File: config.mk
export PLATFORM = sky130hd
export DESIGN_NAME = lcd_ci_sequencer
export DESIGN_NICKNAME = d
export VERILOG_FILES = /design/src/rtl/lcd_ci_sequencer.sv
export SDC_FILE = /design/constraint.sdc
export NUM_CORES = 1
export LEC_CHECK = 0
export CAP_MARGIN = 5
export CORE_ASPECT_RATIO = 1.75
export CORE_MARGIN = 3
export CORE_UTILIZATION = 37
export CTS_CLUSTER_DIAMETER = 200
export DETAILED_ROUTE_END_ITERATION = 16
export PLACE_DENSITY = 0.88
export SKIP_CTS_REPAIR_TIMING = 1
export SLEW_MARGIN = 0
export SYNTH_ARGS = -nofsm -noshare
export SYNTH_HDL_FRONTEND = slang
export SYNTH_SLANG_ARGS = --single-unit
File: constraint.sdc
create_clock -name clk -period 2.1 [get_ports clk]
set_clock_uncertainty 0.15 [all_clocks]
set_input_delay 0.525 -clock clk [delete_from_list [all_inputs] [get_ports clk]]
set_output_delay 0.525 -clock clk [all_outputs]
set_load 0.02 [all_outputs]
File: src/rtl/lcd_ci_sequencer.sv
// ============================================================================
// Module   : lcd_ci_sequencer
// Purpose  : Nios II multi-cycle custom instruction sequencing HD44780 LCD
//            write cycles (RS/data setup, EN pulse, hold, execution wait).
// Revision : 1.0 - initial release
// ============================================================================
`default_nettype none

module lcd_ci_sequencer #(
  parameter int   BUS_WIDTH       = 8,
  parameter int   SETUP_CYCLES    = 2,
  parameter int   EN_CYCLES       = 12,
  parameter int   HOLD_CYCLES     = 2,
  parameter int   CMD_WAIT_CYCLES = 2000,
  parameter int   CLR_WAIT_CYCLES = 82000,
  parameter logic BACKLIGHT_RST   = 1'b1
) (
  input  logic                 clk,
  input  logic                 reset,
  input  logic                 clk_en,
  input  logic                 start,
  input  logic [31:0]          dataa,
  input  logic [31:0]          datab,
  output logic                 done,
  output logic [31:0]          result,
  output logic [BUS_WIDTH-1:0] lcd_data,
  output logic                 lcd_rs,
  output logic                 lcd_rw,
  output logic                 lcd_en,
  output logic                 lcd_backlight
);

  function automatic int max2(input int a, input int b);
    return (a > b) ? a : b;
  endfunction

  localparam int MAX_CYC = max2(max2(max2(SETUP_CYCLES, EN_CYCLES),
                                     max2(HOLD_CYCLES, CMD_WAIT_CYCLES)),
                                CLR_WAIT_CYCLES);
  localparam int CNT_W   = $clog2(MAX_CYC) + 1;

  localparam logic [CNT_W-1:0] SETUP_LD = CNT_W'(SETUP_CYCLES - 1);
  localparam logic [CNT_W-1:0] EN_LD    = CNT_W'(EN_CYCLES - 1);
  localparam logic [CNT_W-1:0] HOLD_LD  = CNT_W'(HOLD_CYCLES - 1);
  localparam logic [CNT_W-1:0] CMD_LD   = CNT_W'(CMD_WAIT_CYCLES - 1);
  localparam logic [CNT_W-1:0] CLR_LD   = CNT_W'(CLR_WAIT_CYCLES - 1);
  localparam logic [CNT_W-1:0] CNT_ONE  = CNT_W'(1);

  localparam logic [7:0] OP_CMD  = 8'h00;
  localparam logic [7:0] OP_DATA = 8'h01;
  localparam logic [7:0] OP_BL   = 8'h02;

  typedef enum logic [2:0] {
    ST_IDLE  = 3'd0,
    ST_SETUP = 3'd1,
    ST_EN_HI = 3'd2,
    ST_HOLD  = 3'd3,
    ST_WAIT  = 3'd4,
    ST_DONE  = 3'd5
  } state_t;

  state_t               state_q, state_d;
  logic [CNT_W-1:0]     cnt_q, cnt_d;
  logic [CNT_W-1:0]     wait_ld_q, wait_ld_d;
  logic                 nib_q, nib_d;
  logic [BUS_WIDTH-1:0] lo_q, lo_d;
  logic [BUS_WIDTH-1:0] data_q, data_d;
  logic                 rs_q, rs_d;
  logic                 en_q, en_d;
  logic                 bl_q, bl_d;
  logic [31:0]          result_q, result_d;

  logic [7:0]           opcode;
  logic [BUS_WIDTH-1:0] first_in;
  logic [BUS_WIDTH-1:0] second_in;
  logic                 is_clear;
  logic                 unused_hi;

  assign opcode    = dataa[7:0];
  assign unused_hi = ^{dataa[31:8], datab[31:8]};
  assign is_clear  = (datab[7:0] == 8'h01) || (datab[7:0] == 8'h02) ||
                     (datab[7:0] == 8'h03);

  // In 4-bit mode the high nibble goes out first; the low nibble is parked
  // in lo_q for the second SETUP/EN_HI/HOLD pass.
  generate
    if (BUS_WIDTH == 8) begin : g_bus8
      assign first_in  = datab[7:0];
      assign second_in = datab[7:0];
    end else begin : g_bus4
      assign first_in  = datab[7:4];
      assign second_in = datab[3:0];
    end
  endgenerate

  always_ff @(posedge clk or negedge reset) begin
    if (!reset) begin
      state_q   <= ST_IDLE;
      cnt_q     <= '0;
      wait_ld_q <= '0;
      nib_q     <= 1'b0;
      lo_q      <= '0;
      data_q    <= '0;
      rs_q      <= 1'b0;
      en_q      <= 1'b0;
      bl_q      <= BACKLIGHT_RST;
      result_q  <= '0;
    end else if (clk_en) begin
      state_q   <= state_d;
      cnt_q     <= cnt_d;
      wait_ld_q <= wait_ld_d;
      nib_q     <= nib_d;
      lo_q      <= lo_d;
      data_q    <= data_d;
      rs_q      <= rs_d;
      en_q      <= en_d;
      bl_q      <= bl_d;
      result_q  <= result_d;
    end
  end

  always_comb begin
    state_d   = state_q;
    cnt_d     = cnt_q;
    wait_ld_d = wait_ld_q;
    nib_d     = nib_q;
    lo_d      = lo_q;
    data_d    = data_q;
    rs_d      = rs_q;
    en_d      = en_q;
    bl_d      = bl_q;
    result_d  = result_q;

    case (state_q)
      ST_IDLE: begin
        if (start) begin
          if ((opcode == OP_CMD) || (opcode == OP_DATA)) begin
            state_d   = ST_SETUP;
            cnt_d     = SETUP_LD;
            nib_d     = 1'b0;
            lo_d      = second_in;
            data_d    = first_in;
            rs_d      = opcode[0];
            result_d  = '0;
            wait_ld_d = ((opcode == OP_CMD) && is_clear) ? CLR_LD : CMD_LD;
          end else if (opcode == OP_BL) begin
            bl_d     = datab[0];
            result_d = '0;
            state_d  = ST_DONE;
          end else begin
            result_d = '1;
            state_d  = ST_DONE;
          end
        end
      end

      ST_SETUP: begin
        if (cnt_q == '0) begin
          state_d = ST_EN_HI;
          cnt_d   = EN_LD;
          en_d    = 1'b1;
        end else begin
          cnt_d = cnt_q - CNT_ONE;
        end
      end

      ST_EN_HI: begin
        if (cnt_q == '0) begin
          state_d = ST_HOLD;
          cnt_d   = HOLD_LD;
          en_d    = 1'b0;
        end else begin
          cnt_d = cnt_q - CNT_ONE;
        end
      end

      ST_HOLD: begin
        if (cnt_q == '0) begin
          if ((BUS_WIDTH == 4) && !nib_q) begin
            state_d = ST_SETUP;
            cnt_d   = SETUP_LD;
            nib_d   = 1'b1;
            data_d  = lo_q;
          end else begin
            state_d = ST_WAIT;
            cnt_d   = wait_ld_q;
          end
        end else begin
          cnt_d = cnt_q - CNT_ONE;
        end
      end

      ST_WAIT: begin
        if (cnt_q == '0) begin
          state_d = ST_DONE;
        end else begin
          cnt_d = cnt_q - CNT_ONE;
        end
      end

      ST_DONE: state_d = ST_IDLE;

      default: state_d = ST_IDLE;
    endcase
  end

  assign done          = (state_q == ST_DONE);
  assign result        = result_q;
  assign lcd_data      = data_q;
  assign lcd_rs        = rs_q;
  assign lcd_rw        = 1'b0;
  assign lcd_en        = en_q;
  assign lcd_backlight = bl_q;

endmodule

`default_nettype wire
==> results.sh <==
export IMPL_ant_nets=0
export IMPL_cp_end_kind="flip-flop"
export IMPL_grt_ovfl_total=0
export IMPL_cts_sinks=36
export IMPL_routed_wl_um=7930
export IMPL_multi_input_area_mm2=0.00137
export IMPL_synthArstFlopShare_pct=100
export IMPL_synth_edf_count=0
export IMPL_crit_family="simple AND/OR/NAND/NOR gates"
export IMPL_dominantRegCellSynth="dfrtp_1"
export IMPL_core_area_mm2=0.00602
export IMPL_path_cells="or4_4 -> or3_4 -> nor4_1 -> nand3_1 -> xor2_1 -> nor2_1"
export IMPL_die_x_um=66.4
export IMPL_preCtsSetupSlack_ps=-904
export IMPL_port_buffers=63
export IMPL_vias=2484
export IMPL_synthCells=277
export IMPL_cts_tree="yes"
export IMPL_hold_class="flip-flop to flip-flop"
export IMPL_grt_pass1_wl_um=11100
export IMPL_ys_types=61
export IMPL_dr_pass1_iters=5
export IMPL_ys_seq_elements=36
export IMPL_syn_to_final_growth_pct=53.9
export IMPL_final_cell_mix="46 x buf_4, 43 x nand2_1, 40 x dlymetal6s2s_1, 34 x dfrtp_1, 21 x clkdlybuf4s50_1"
export IMPL_status="finished, violations left"
export IMPL_crit_path_end="cnt_q[15]$_DFFE_PN0P_"
export IMPL_synth_top_family_by_area="simple AND/OR/NAND/NOR gates"
export IMPL_detail_route_vias_per_cell=5.66
export IMPL_avgRoutedWirePerCell_um=18.1
export IMPL_synth_area_mux_share_pct=0.899
export IMPL_final_core_util_pct=60.5
export IMPL_slowest_delay_ps=560
export IMPL_rows=37
export IMPL_initial_utilization_pct=39.3
export IMPL_critical_path_startpoint="cnt_q[0]$_DFFE_PN0P_"
export IMPL_grt_pass1_vias=2353
export IMPL_grt_max_degree=37
export IMPL_drive_gt1_share_pct=30.7
export IMPL_r2r_start="cnt_q[0]$_DFFE_PN0P_"
export IMPL_setup_viol=30
export IMPL_yosysWarnings=0
export IMPL_grt_usage_pct=18.9
export IMPL_clk_latency_ps=300
export IMPL_die_h_um=112
export IMPL_fill_cells=472
export IMPL_r2r_worst_path_cells=6
export IMPL_synth_compound_area_share_pct=17.9
export IMPL_max_cap_violations=0
export IMPL_root_buffer="clkbuf_8"
export IMPL_fin_ws_ps=-118
export IMPL_crit_type="flip-flop to flip-flop"
export IMPL_regArea_um2=903
export IMPL_h_tree_depth=2
export IMPL_synth_xor_area_share_pct=2.59
export IMPL_pin_count=113
export IMPL_hold_viol=0
export IMPL_slowest_stage="or4_4"
export IMPL_power_uw=3220
export IMPL_dieArea_mm2=0.00742
export IMPL_failed_checks="setup timing"
export IMPL_n_antenna_cell=0
export IMPL_syn_nets=347
export IMPL_r2r_setup_slack_ps=-120
export IMPL_p_leak_uw=0.00203
export IMPL_clk_pin_slew_ps=80
export IMPL_slew_violations=0
export IMPL_synth_fa_ha_area_share_pct=1.06
export IMPL_timing_rr_end="cnt_q[15]$_DFFE_PN0P_"
export IMPL_antenna_found_initial=0
export IMPL_crit_path_max_fanout=4
export IMPL_period_minus_slack_ps=2220
export IMPL_synth_simple_gate_area_share_pct=25.5
export IMPL_fmax_mhz=451
export IMPL_worst_path_buf_inv=0
export IMPL_globalplace_congestion=0.984
export IMPL_hpwl_um=5270
export IMPL_power_density_mw_per_mm2=884
export IMPL_rsz0062_at_grt="true"
export IMPL_drtIter0Drc=135
export IMPL_critPathArrivalTime_ps=2300
export IMPL_layout_commonest_cell="buf_4"
export IMPL_synth_avg_cell_area_um2=8.54
export IMPL_worst_path_stages=6
export IMPL_startpoint_type="flip-flop"
export IMPL_cts_buffer_depth=2
export IMPL_nets=430
export IMPL_route_detailed_drc=0
export IMPL_cp_required_ps=2180
export IMPL_cts_made_buffers=5
export IMPL_ir_worst_vdd_uv=465
export IMPL_seq_area_frac_synth_pct=38.1
export IMPL_syn_area_mm2=0.00236
export IMPL_period_share_pct=106
export IMPL_final_setup_tns_ps=-1810
[final cells by class]
class,count,area share [%]
clock buffer,5,1.89
clock inverter,3,0.653
inverter,7,0.722
multi-input combinational,194,37.5
sequential,36,24.8
tap,78,2.68
timing repair buffer,116,31.7
[per-stage QoR]
stage,hold slack [ps],cell area [µm²],instances
floorplan,79.4,2380,277
global route,352,3640,439
detailed placement,312,3150,420
global placement,314,3150,420
finish,339,3640,439
CTS,340,3240,428
[layer usage]
metal / track usage [%] / wire (µm) / up-vias
li1: - / - / 1123
met1: 21.0 / 2760 / 1187
met2: 33.8 / 4370 / 138
met3: 3.33 / 483 / 36
met4: 8.41 / 315 / 0
met5: 0 / 0 / -
[synth_stat cells, drive strengths merged, types with 3 or more instances]
library cell  instances  share of area [%]
a211o                 4                1.5
a21oi                20                4.2
and2                  4                1.2
and3                  3               0.85
buf                  37                 12
clkbuf                5               0.79
dfrtp                35                 37
inv                   6               0.95
nand2                46                7.6
nand3                 5                1.3
nand4                10                2.6
nor2                 18                2.9
nor3                  8                1.7
nor4                  6                2.5
o21ai                20                4.4
or3                   3                1.0
xor2                  6                2.2
[worst min path at each step]
stage / from / endpoint / slack (ps) / cells past startpoint
floorplan: reset / cnt_q[0]$_DFFE_PN0P_ / 80 / 0
global placement: lcd_data[5]$_DFFE_PN0P_ / lcd_data[5]$_DFFE_PN0P_ / 310 / 2
detailed placement: lcd_data[7]$_DFFE_PN0P_ / lcd_data[7]$_DFFE_PN0P_ / 310 / 2
CTS: lcd_data[7]$_DFFE_PN0P_ / lcd_data[7]$_DFFE_PN0P_ / 340 / 2
global route: lcd_data[5]$_DFFE_PN0P_ / lcd_data[5]$_DFFE_PN0P_ / 350 / 2
finish: lcd_data[5]$_DFFE_PN0P_ / lcd_data[5]$_DFFE_PN0P_ / 340 / 2
[registers in the layout, summed over array words and instances (netlist names)]
| name | cells |
|---|---|
| cnt_q | 18 |
| result | 1 |
| wait_ld_q | 3 |
| lcd_rs | 1 |
| lcd_backlight | 1 |
| lcd_data | 8 |
| lcd_en | 1 |
| state_q | 3 |
[worst register-to-register path, delay by kind of cell (launching register included)]
family                    cells  cell delay [ps]
xor gates and xnor gates      1              160
DFF                           1              380
and+or+nand+nor               5             1460
[cell families (layout without fill, tap and decap cells)]
logic type,after synthesis,after routing
other cells,1,1
compound gates,66,66
fa+ha+maj,2,2
simple gates,114,116
mux,2,2
buf+inv,49,131
xor+xnor,7,7
flops,36,36
[report_power, final]
group	leakage [µW]	total, µW	switching (µW)	internal, µW
combinational	0.00153	1660	874	789
clock	0.0000404	515	280	235
sequential	0.000456	1040	194	846
total	0.00203	3220	1350	1870
Note: power is estimated with default switching activity, not from simulation.
==> variant 1, RTL diff (same settings) <==
The 6 states of `state_t` get a one-hot encoding in 6 bits.
--- a/src/rtl/lcd_ci_sequencer.sv
+++ b/src/rtl/lcd_ci_sequencer.sv
@@ -52,9 +52,9 @@
 
-  typedef enum logic [2:0] {
-    ST_IDLE  = 3'd0,
-    ST_SETUP = 3'd1,
-    ST_EN_HI = 3'd2,
-    ST_HOLD  = 3'd3,
-    ST_WAIT  = 3'd4,
-    ST_DONE  = 3'd5
+  typedef enum logic [5:0] {
+    ST_IDLE  = 6'b000001,
+    ST_SETUP = 6'b000010,
+    ST_EN_HI = 6'b000100,
+    ST_HOLD  = 6'b001000,
+    ST_WAIT  = 6'b010000,
+    ST_DONE  = 6'b100000
   } state_t;
Check against the original RTL: same outputs for any inputs over 4 cycles, from zero or initial values and one cycle with reset low; so few cycles prove little.
==> variant 1 against the original RTL <==
  * Largest cell class unchanged
  * Setup slack worse by 0.16 ns
  * The run still ends with setup timing left
  * Power is 16% lower
  * Global-route usage is 1.2 points higher
  * Wire length is 0.33% lower
  * Synthesized area is 3.2% higher
  * Sequential power is 22% lower
  * Final cell count stayed put
  * Sequential cell count is 3 higher
  * Final area is 3.9% higher
==> variant 1: results <==
export IMPL_drive_gt1_frac=0.398
export IMPL_synthAdderAreaFrac=0.0103
export IMPL_setup_worst_path_start="dataa[4]"
export IMPL_violations="setup timing"
export IMPL_design_seq_count=39
export IMPL_wl_met2_microns=4420
export IMPL_n_all_buffers=127
export IMPL_setup_violations=37
export IMPL_ys_seq_area_frac=0.401
export IMPL_grt_max_degree=40
export IMPL_grt_total_usage=0.201
export IMPL_wl_met3_microns=436
export IMPL_synthMuxAreaShare=0.0554
export IMPL_regToRegSetupSlack_ns=-0.24
export IMPL_synth_compound_area_frac=0.150
export IMPL_outcome="finished, violations left"
export IMPL_drtIter0Drc=152
export IMPL_ys_top_cells_by_area="dfrtp_1 (38%), buf_4 (9.8%), mux2_2 (5.5%)"
export IMPL_multi_input_cells=181
export IMPL_avgRoutedWirePerCell_microns=18.0
export IMPL_fillers=488
export IMPL_dp_hpwl_microns=5420
export IMPL_crit_fanout=3
export IMPL_setup_ws_ns=-0.277
export IMPL_clk_share=0.0245
export IMPL_vias=2503
export IMPL_grtUsageMet2=0.358
export IMPL_met1_usage=0.194
export IMPL_grt_pass1_wl_microns=11700
export IMPL_met3_usage=0.0502
export IMPL_multi_input_area_sq_mm=0.00138
export IMPL_leakage_uw=0.00196
export IMPL_timing_rr_start="cnt_q[3]"
export IMPL_critical_path_arrival_ns=2.47
export IMPL_wl_met1_microns=2630
export IMPL_nonClkBufAreaFrac=0.321
export IMPL_rr_endpoint="cnt_q[13]"
export IMPL_grt_pass1_vias=2585
[variant 1: changes by cell type after synthesis, moves of 3 or more]
cell,before,now
a211o_1,4,0
a21o_1,0,5
a21oi_1,20,9
a31oi_1,2,5
and2_1,3,0
and3_1,2,7
mux2_2,1,12
nand2_1,45,14
nand4_1,10,7
nor2_1,18,28
nor3_1,8,14
nor3b_1,1,4
[variant 1: through the flow]
step                      setup WS (ns)  std cells  instance area [sq um]  hold WS, ns  power [uW]
final                            -0.277        439                   3780        0.111        2700
after global routing             -0.379        439                   3780        0.156        2800
after CTS                        -0.407        435                   3480        0.125        2750
after detailed placement         -0.735        427                   3390        0.348        2210
after global placement           -0.696        427                   3390        0.343        2190
after floorplan                  -0.277        265                   2480       0.0794        1840
[variant 1: where the power goes]
part | leakage [uW] | internal, uW | switching [uW]
Clock | 0.0000408 | 238 | 305
Sequential | 0.000520 | 785 | 30.2
Combinational | 0.00140 | 597 | 744
==> variant 2, RTL diff (same settings) <==
Made on the original files. Set the parameter `SETUP_CYCLES` to 4 (it was 2).
--- a/src/rtl/lcd_ci_sequencer.sv
+++ b/src/rtl/lcd_ci_sequencer.sv
@@ -10,3 +10,3 @@
   parameter int   BUS_WIDTH       = 8,
-  parameter int   SETUP_CYCLES    = 2,
+  parameter int   SETUP_CYCLES    = 4,
   parameter int   EN_CYCLES       = 12,
Check against the original RTL: not equivalent (a bounded check fails within 4 cycles, from zero or initial values and one cycle with reset low).
==> variant 2 against the original RTL <==
  * The flow still finishes with violations (setup timing)
  * Final area up 7.6%
  * Wire length up 9.6%
  * Synthesized area up 4.6%
  * Sequential cell count unchanged
  * Sequential share of layout area down 1.7 points
  * Power up 12%
  * Synthesized cell count up 5.1%
  * Setup slack worse by 0.076 ns
  * Critical path type unchanged
  * Critical endpoint is now cnt_q[6]
  * Largest cell class unchanged
  * Largest power group unchanged
==> variant 2: results <==
export IMPL_outcome="finished, violations left"
export IMPL_violations="setup timing"
export IMPL_wl_met2_microns=4740
export IMPL_vias=2662
export IMPL_ir_drop_mv=0.913
export IMPL_wl_met1_microns=2840
export IMPL_ys_seq_area_frac=0.365
export IMPL_synthTopCellsByCount="nand2_1 (49), dfrtp_1 (35), buf_4 (32)"
export IMPL_slowest_stage="dfrtp_1"
export IMPL_rr_endpoint="cnt_q[6]"
export IMPL_layout_cells_non_filler=470
export IMPL_placed_cells=451
export IMPL_leakage_uw=0.00213
export IMPL_min_path_type="in -> async"
export IMPL_nNetsFinal=459
export IMPL_dr_pass1_iters=4
export IMPL_synth_compound_area_frac=0.170
export IMPL_setup_ws_ns=-0.194
export IMPL_place_congestion=0.930
export IMPL_placed_area_sq_mm=0.00340
export IMPL_ys_types=57
export IMPL_finalSetupTns_ns=-1.78
export IMPL_grtUsageMet2=0.383
export IMPL_met1_usage=0.197
export IMPL_synth_nets=361
export IMPL_synth_xor_area_frac=0.0283
export IMPL_grt_pass1_wl_microns=12300
export IMPL_intPower_uw=2100
export IMPL_hold_ws_ns=0.102
export IMPL_drive_gt1_frac=0.323
export IMPL_synth_area_per_cell_sq_um=8.50
export IMPL_routed_wl_microns=8690
export IMPL_setup_violations=17
export IMPL_synthMuxAreaShare=0.0132
export IMPL_synthAdderAreaFrac=0.0101
==> variant 2: logic make-up after synthesis <==
| logic type | count (synthesis) |
|---|---|
| other cells | 1 |
| mux | 3 |
| flops | 36 |
| compound gates | 65 |
| fa+ha+maj | 2 |
| buf+inv | 48 |
| xor+xnor | 8 |
| simple gates | 128 |
==> variant 2: layout make-up <==
cell class,instances,area [sq um]
inverter,4,15.0
fill,430,2410
sequential,36,905
multi-input combinational,207,1480
clock inverter,3,42.5
timing repair buffer,135,1310
tap,80,100
clock buffer,5,68.8
==> variant 2: critical path: cells and delay by family (launching register included) <==
family	cells	cell delay (ns)
AO/OA/AOI/OAI	3	0.58
AND/OR/NAND/NOR	3	0.65
flip-flops	1	0.42
buffers and inverters	2	0.36
==> variant 2: power groups by stage <==
stage	Clock (uW)	Combinational, uW	Sequential [uW]
5_1_grt	651	2140	986
6_report	621	2010	967
4_1_cts	621	1950	963
3_3_place_gp	0	1890	964
2_1_floorplan	0	1180	1060
3_5_place_dp	0	1940	973
